`config.mk`:
```
export PLATFORM = sky130hd
export DESIGN_NAME = decimal_entry_converter
export DESIGN_NICKNAME = d
export VERILOG_FILES = /design/src/rtl/decimal_entry_converter_pkg.sv /design/src/rtl/decimal_entry_converter_mul10_add.sv /design/src/rtl/decimal_entry_converter.sv
export SDC_FILE = /design/constraint.sdc
export NUM_CORES = 1
export LEC_CHECK = 0
export BUFFER_PORTS_ARGS = -buffer_cell sky130_fd_sc_hd__buf_4
export CAP_MARGIN = 30
export CORE_ASPECT_RATIO = 0.5
export CORE_UTILIZATION = 40
export CTS_CLUSTER_DIAMETER = 30
export DETAILED_ROUTE_END_ITERATION = 8
export PLACE_DENSITY_LB_ADDON = 0.3
export SLEW_MARGIN = 20
export SYNTH_ARGS = -nofsm -noshare
export SYNTH_HDL_FRONTEND = slang
export SYNTH_HIERARCHICAL = 1
export SYNTH_SLANG_ARGS = --single-unit
```
`constraint.sdc`:
```
create_clock -name i_clk -period 11.6 [get_ports i_clk]
set_input_delay 1.16 -clock i_clk [delete_from_list [all_inputs] [get_ports i_clk]]
set_output_delay 1.16 -clock i_clk [all_outputs]
set_load 0.01 [all_outputs]
```
`src/rtl/decimal_entry_converter_pkg.sv`:
```
// decimal_entry_converter_pkg: shared sizes, constants and state encoding for the digit-entry calculator.
package decimal_entry_converter_pkg;
    localparam int MAX_DIGITS = 6;
    localparam int VALUE_W = 40;
    localparam logic [3:0] TEN = 4'd10;
    typedef enum logic {IDLE, CONV} state_t;
endpackage

```
`src/rtl/decimal_entry_converter_mul10_add.sv`:
```
// mul10_add: one Horner step, acc*10 + digit, built from shifts so no multiplier is inferred.
module mul10_add #(
    parameter int VALUE_W = decimal_entry_converter_pkg::VALUE_W
) (
    input  logic [VALUE_W-1:0] acc_i,
    input  logic [3:0]         digit_i,
    output logic [VALUE_W-1:0] result_o
);
    assign result_o = (acc_i << 3) + (acc_i << 1) + VALUE_W'(digit_i);
endmodule

```
`src/rtl/decimal_entry_converter.sv`:
```
// decimal_entry_converter: keypad-style decimal digit stack with a serial BCD-to-binary
// conversion after every edit (one digit per cycle, most-significant first).
module decimal_entry_converter #(
    parameter int MAX_DIGITS = decimal_entry_converter_pkg::MAX_DIGITS,
    parameter int VALUE_W = decimal_entry_converter_pkg::VALUE_W
) (
    input  logic                    i_clk,
    input  logic                    i_rst,
    input  logic [3:0]              i_digit,
    input  logic                    i_digit_valid,
    input  logic                    i_backspace,
    input  logic                    i_clear,
    output logic [VALUE_W-1:0]      o_value,
    output logic                    o_valid,
    output logic                    o_busy,
    output logic [4*MAX_DIGITS-1:0] o_bcd,
    output logic [2:0]              o_count,
    output logic                    o_err
);
    import decimal_entry_converter_pkg::*;

    state_t                  state_q, state_d;
    logic [4*MAX_DIGITS-1:0] stack_q, stack_d;
    logic [2:0]              count_q, count_d;
    logic [2:0]              idx_q, idx_d;
    logic [VALUE_W-1:0]      acc_q, acc_d;
    logic [VALUE_W-1:0]      value_q, value_d;
    logic                    valid_q, valid_d;
    logic                    err_q, err_d;
    logic [3:0]              cur_digit;
    logic [VALUE_W-1:0]      step;

    // idx_q counts remaining digits; idx 0 (empty stack) shifts everything out and yields digit 0
    assign cur_digit = 4'(stack_q >> {idx_q - 3'd1, 2'b00});

    mul10_add #(.VALUE_W(VALUE_W)) u_mul10_add (
        .acc_i   (acc_q),
        .digit_i (cur_digit),
        .result_o(step)
    );

    always_comb begin
        state_d = state_q;
        stack_d = stack_q;
        count_d = count_q;
        idx_d   = idx_q;
        acc_d   = acc_q;
        value_d = value_q;
        valid_d = 1'b0;
        err_d   = 1'b0;
        if (state_q == IDLE) begin
            if (i_clear) begin
                stack_d = '0;
                count_d = '0;
                idx_d   = '0;
                acc_d   = '0;
                state_d = CONV;
            end else if (i_backspace) begin
                stack_d = stack_q >> 4;
                count_d = count_q - {2'b00, |count_q};
                idx_d   = count_d;
                acc_d   = '0;
                state_d = CONV;
            end else if (i_digit_valid) begin
                if (i_digit < TEN && count_q < 3'(MAX_DIGITS)) begin
                    stack_d = {stack_q[4*MAX_DIGITS-5:0], i_digit};
                    count_d = count_q + 3'd1;
                    idx_d   = count_d;
                    acc_d   = '0;
                    state_d = CONV;
                end else begin
                    err_d = 1'b1;
                end
            end
        end else begin
            acc_d = step;
            idx_d = idx_q - {2'b00, |idx_q};
            if (idx_q <= 3'd1) begin
                value_d = step;
                valid_d = 1'b1;
                state_d = IDLE;
            end
        end
    end

    always_ff @(posedge i_clk or posedge i_rst) begin
        if (i_rst) begin
            state_q <= IDLE;
            stack_q <= '0;
            count_q <= '0;
            idx_q   <= '0;
            acc_q   <= '0;
            value_q <= '0;
            valid_q <= 1'b0;
            err_q   <= 1'b0;
        end else begin
            state_q <= state_d;
            stack_q <= stack_d;
            count_q <= count_d;
            idx_q   <= idx_d;
            acc_q   <= acc_d;
            value_q <= value_d;
            valid_q <= valid_d;
            err_q   <= err_d;
        end
    end

    assign o_value = value_q;
    assign o_valid = valid_q;
    assign o_busy  = (state_q == CONV);
    assign o_bcd   = stack_q;
    assign o_count = count_q;
    assign o_err   = err_q;
endmodule

```
==> run metrics <==
status=completed; final hold vios=0; FF-to-FF End=o_value[34]; Worst EP required=11.83 ns; CTS tree=done; syn_area_per_cell=10.7 um2; total routed wirelength=15.8 mm; number of port buffers=78; ANT nets after route=0; Slew @ Worst Pin=0.764 ns; worst-path fanout max=12; final cell count without fillers=968; Rel. slew slack=49.1%; Pleak=4.04 nW; Vias=5345; final core utilization=47.1%; kind of critical path=reg2reg; Worst-path clk slew=0.08 ns; min-delay worst type=reg2reg; grt ovf=0; Ports=79; Inst Count DP=952; R2R Setup Slk=6.45 ns; row count=34; Max clock buf depth=2; PostCTS Resize Cnt=0; drt drc=0; commonest non-fill, non-tap cell in the layout=dfrtp_1; Die Area=0.0185 mm2; initial antenna violation count=0; Final Max Slew Viols=0; Setup TNS Final=0 ns; RSZ-0062 raised after global routing=false; DR pass1 iterations=4; Setup crit end kind=flip-flop; worst hold start=o_value[33]; period utilisation layout=44.4%; CTS Sinks=112; CTS buffer count=9; destination of the worst hold path=o_value[33]; Register-to-Register Path Depth=16; Die Ht=96.8 um; DP HPWL=11.4 mm; synthesized area=0.00719 mm2; Fillers=1620; Final Skew=0.0143 ns; crit start category=flip-flop; Max VDD drop=0.132 mV; Final GP Congestion=0.893; Synthesized Nets=762; Total GRT Usage=18.1%; synthesized instance count=670; Post-CTS Setup Bufs=0; Hold Path Stages=1; WL per Instance=16.3 um; first-pass GRT wire length=27.4 mm; yosys synthesis warning count=6; core footprint=0.0175 mm2; Final min period=5.15 ns; pin count of the biggest net entering global routing=62; Achievable Freq=194 MHz; final worst slack=6.45 ns; vias in the first global route=5313; CTS root buffer=clkbuf_16; layout cells sized above 1=21.0%; final setup violation count=0; worst skew pair latency=0.35 ns; vias per std cell=5.52; data arrival time of the critical path=5.38 ns; Reg-to-Reg Start=idx_q[0]; Die X=192 um; dpl ws=6.46 ns; most frequent cells in the layout=dfrtp_1, buf_4, ha_1; Starting Density=41.1%; DR iter-0 viols=297; max cap viols=0; H-tree levels=3; Diodes inserted=0; hold_buf cts=0; Final #Nets=821; PD cells=313 mW/mm2; area delta synth->final=14.5%
[how the worst max path moves through the flow]
| stage | startpoint | to | slack [ns] | depth (start not counted) |
|---|---|---|---|---|
| 6_report | idx_q[0] | o_value[34] | 6.45 | 16 |
| 5_1_grt | idx_q[0] | o_value[34] | 6.09 | 16 |
| 2_1_floorplan | idx_q[0] | o_value[34] | 7.03 | 18 |
| 4_1_cts | idx_q[0] | o_value[34] | 6.44 | 16 |
| 3_3_place_gp | idx_q[0] | o_value[34] | 6.66 | 16 |
| 3_5_place_dp | idx_q[0] | o_value[34] | 6.46 | 16 |
[report_power, final]
group / internal, mW / switching (mW) / leakage, nW
Combinational: 0.755 / 0.841 / 2.46
Clock: 0.157 / 0.151 / 0.146
Sequential: 0.550 / 0.123 / 1.44
Total: 1.46 / 1.11 / 4.04
[critical path, cell delays in order (launching register included)]
cell	delay (ns)
dfrtp_1	0.70
inv_1	0.18
ha_1	0.49
mux4_2	0.35
a22o_1	0.24
inv_1	0.06
fa_1	0.45
fa_1	0.47
nand2b_1	0.18
a21oi_1	0.21
o31ai_1	0.17
o211ai_1	0.43
a21oi_2	0.17
o22ai_1	0.31
a41oi_1	0.18
xnor2_1	0.17
mux2_1	0.28
[per-stage QoR]
stage | power [mW] | area [um2] | hold WS (ns)
final | 2.58 | 8230 | 0.497
after global placement | 2.24 | 7930 | 0.479
after detailed placement | 2.28 | 7930 | 0.491
after CTS | 2.60 | 8230 | 0.508
after global routing | 2.82 | 8230 | 0.530
after floorplan | 1.86 | 7190 | 0.467
[layout make-up]
type	count	area [um2]	share of cell area, %
clock buffers	10	239	2.90
clock inverters	6	55.1	0.669
inverters	28	108	1.31
multi-input cells	495	4110	49.9
flip-flops and latches	112	2800	34.1
well taps	234	293	3.56
repair buffers	83	623	7.57
[registers in the layout, summed over array words and instances, names as in the netlist]
register and cells:
acc_q 39, idx_q 3, o_bcd 24, o_busy 1, o_count 3, o_err 1
o_valid 1, o_value 40
[per-layer routing]
layer / vias to the layer above / track usage (%) / wire length [um]
met5: - / 0 / 0
met4: 0 / 3.24 / 110
li1: 2593 / - / -
met2: 87 / 27.8 / 7020
met1: 2657 / 26.6 / 8100
met3: 8 / 3.30 / 527
(Power assumes the default switching activity.)
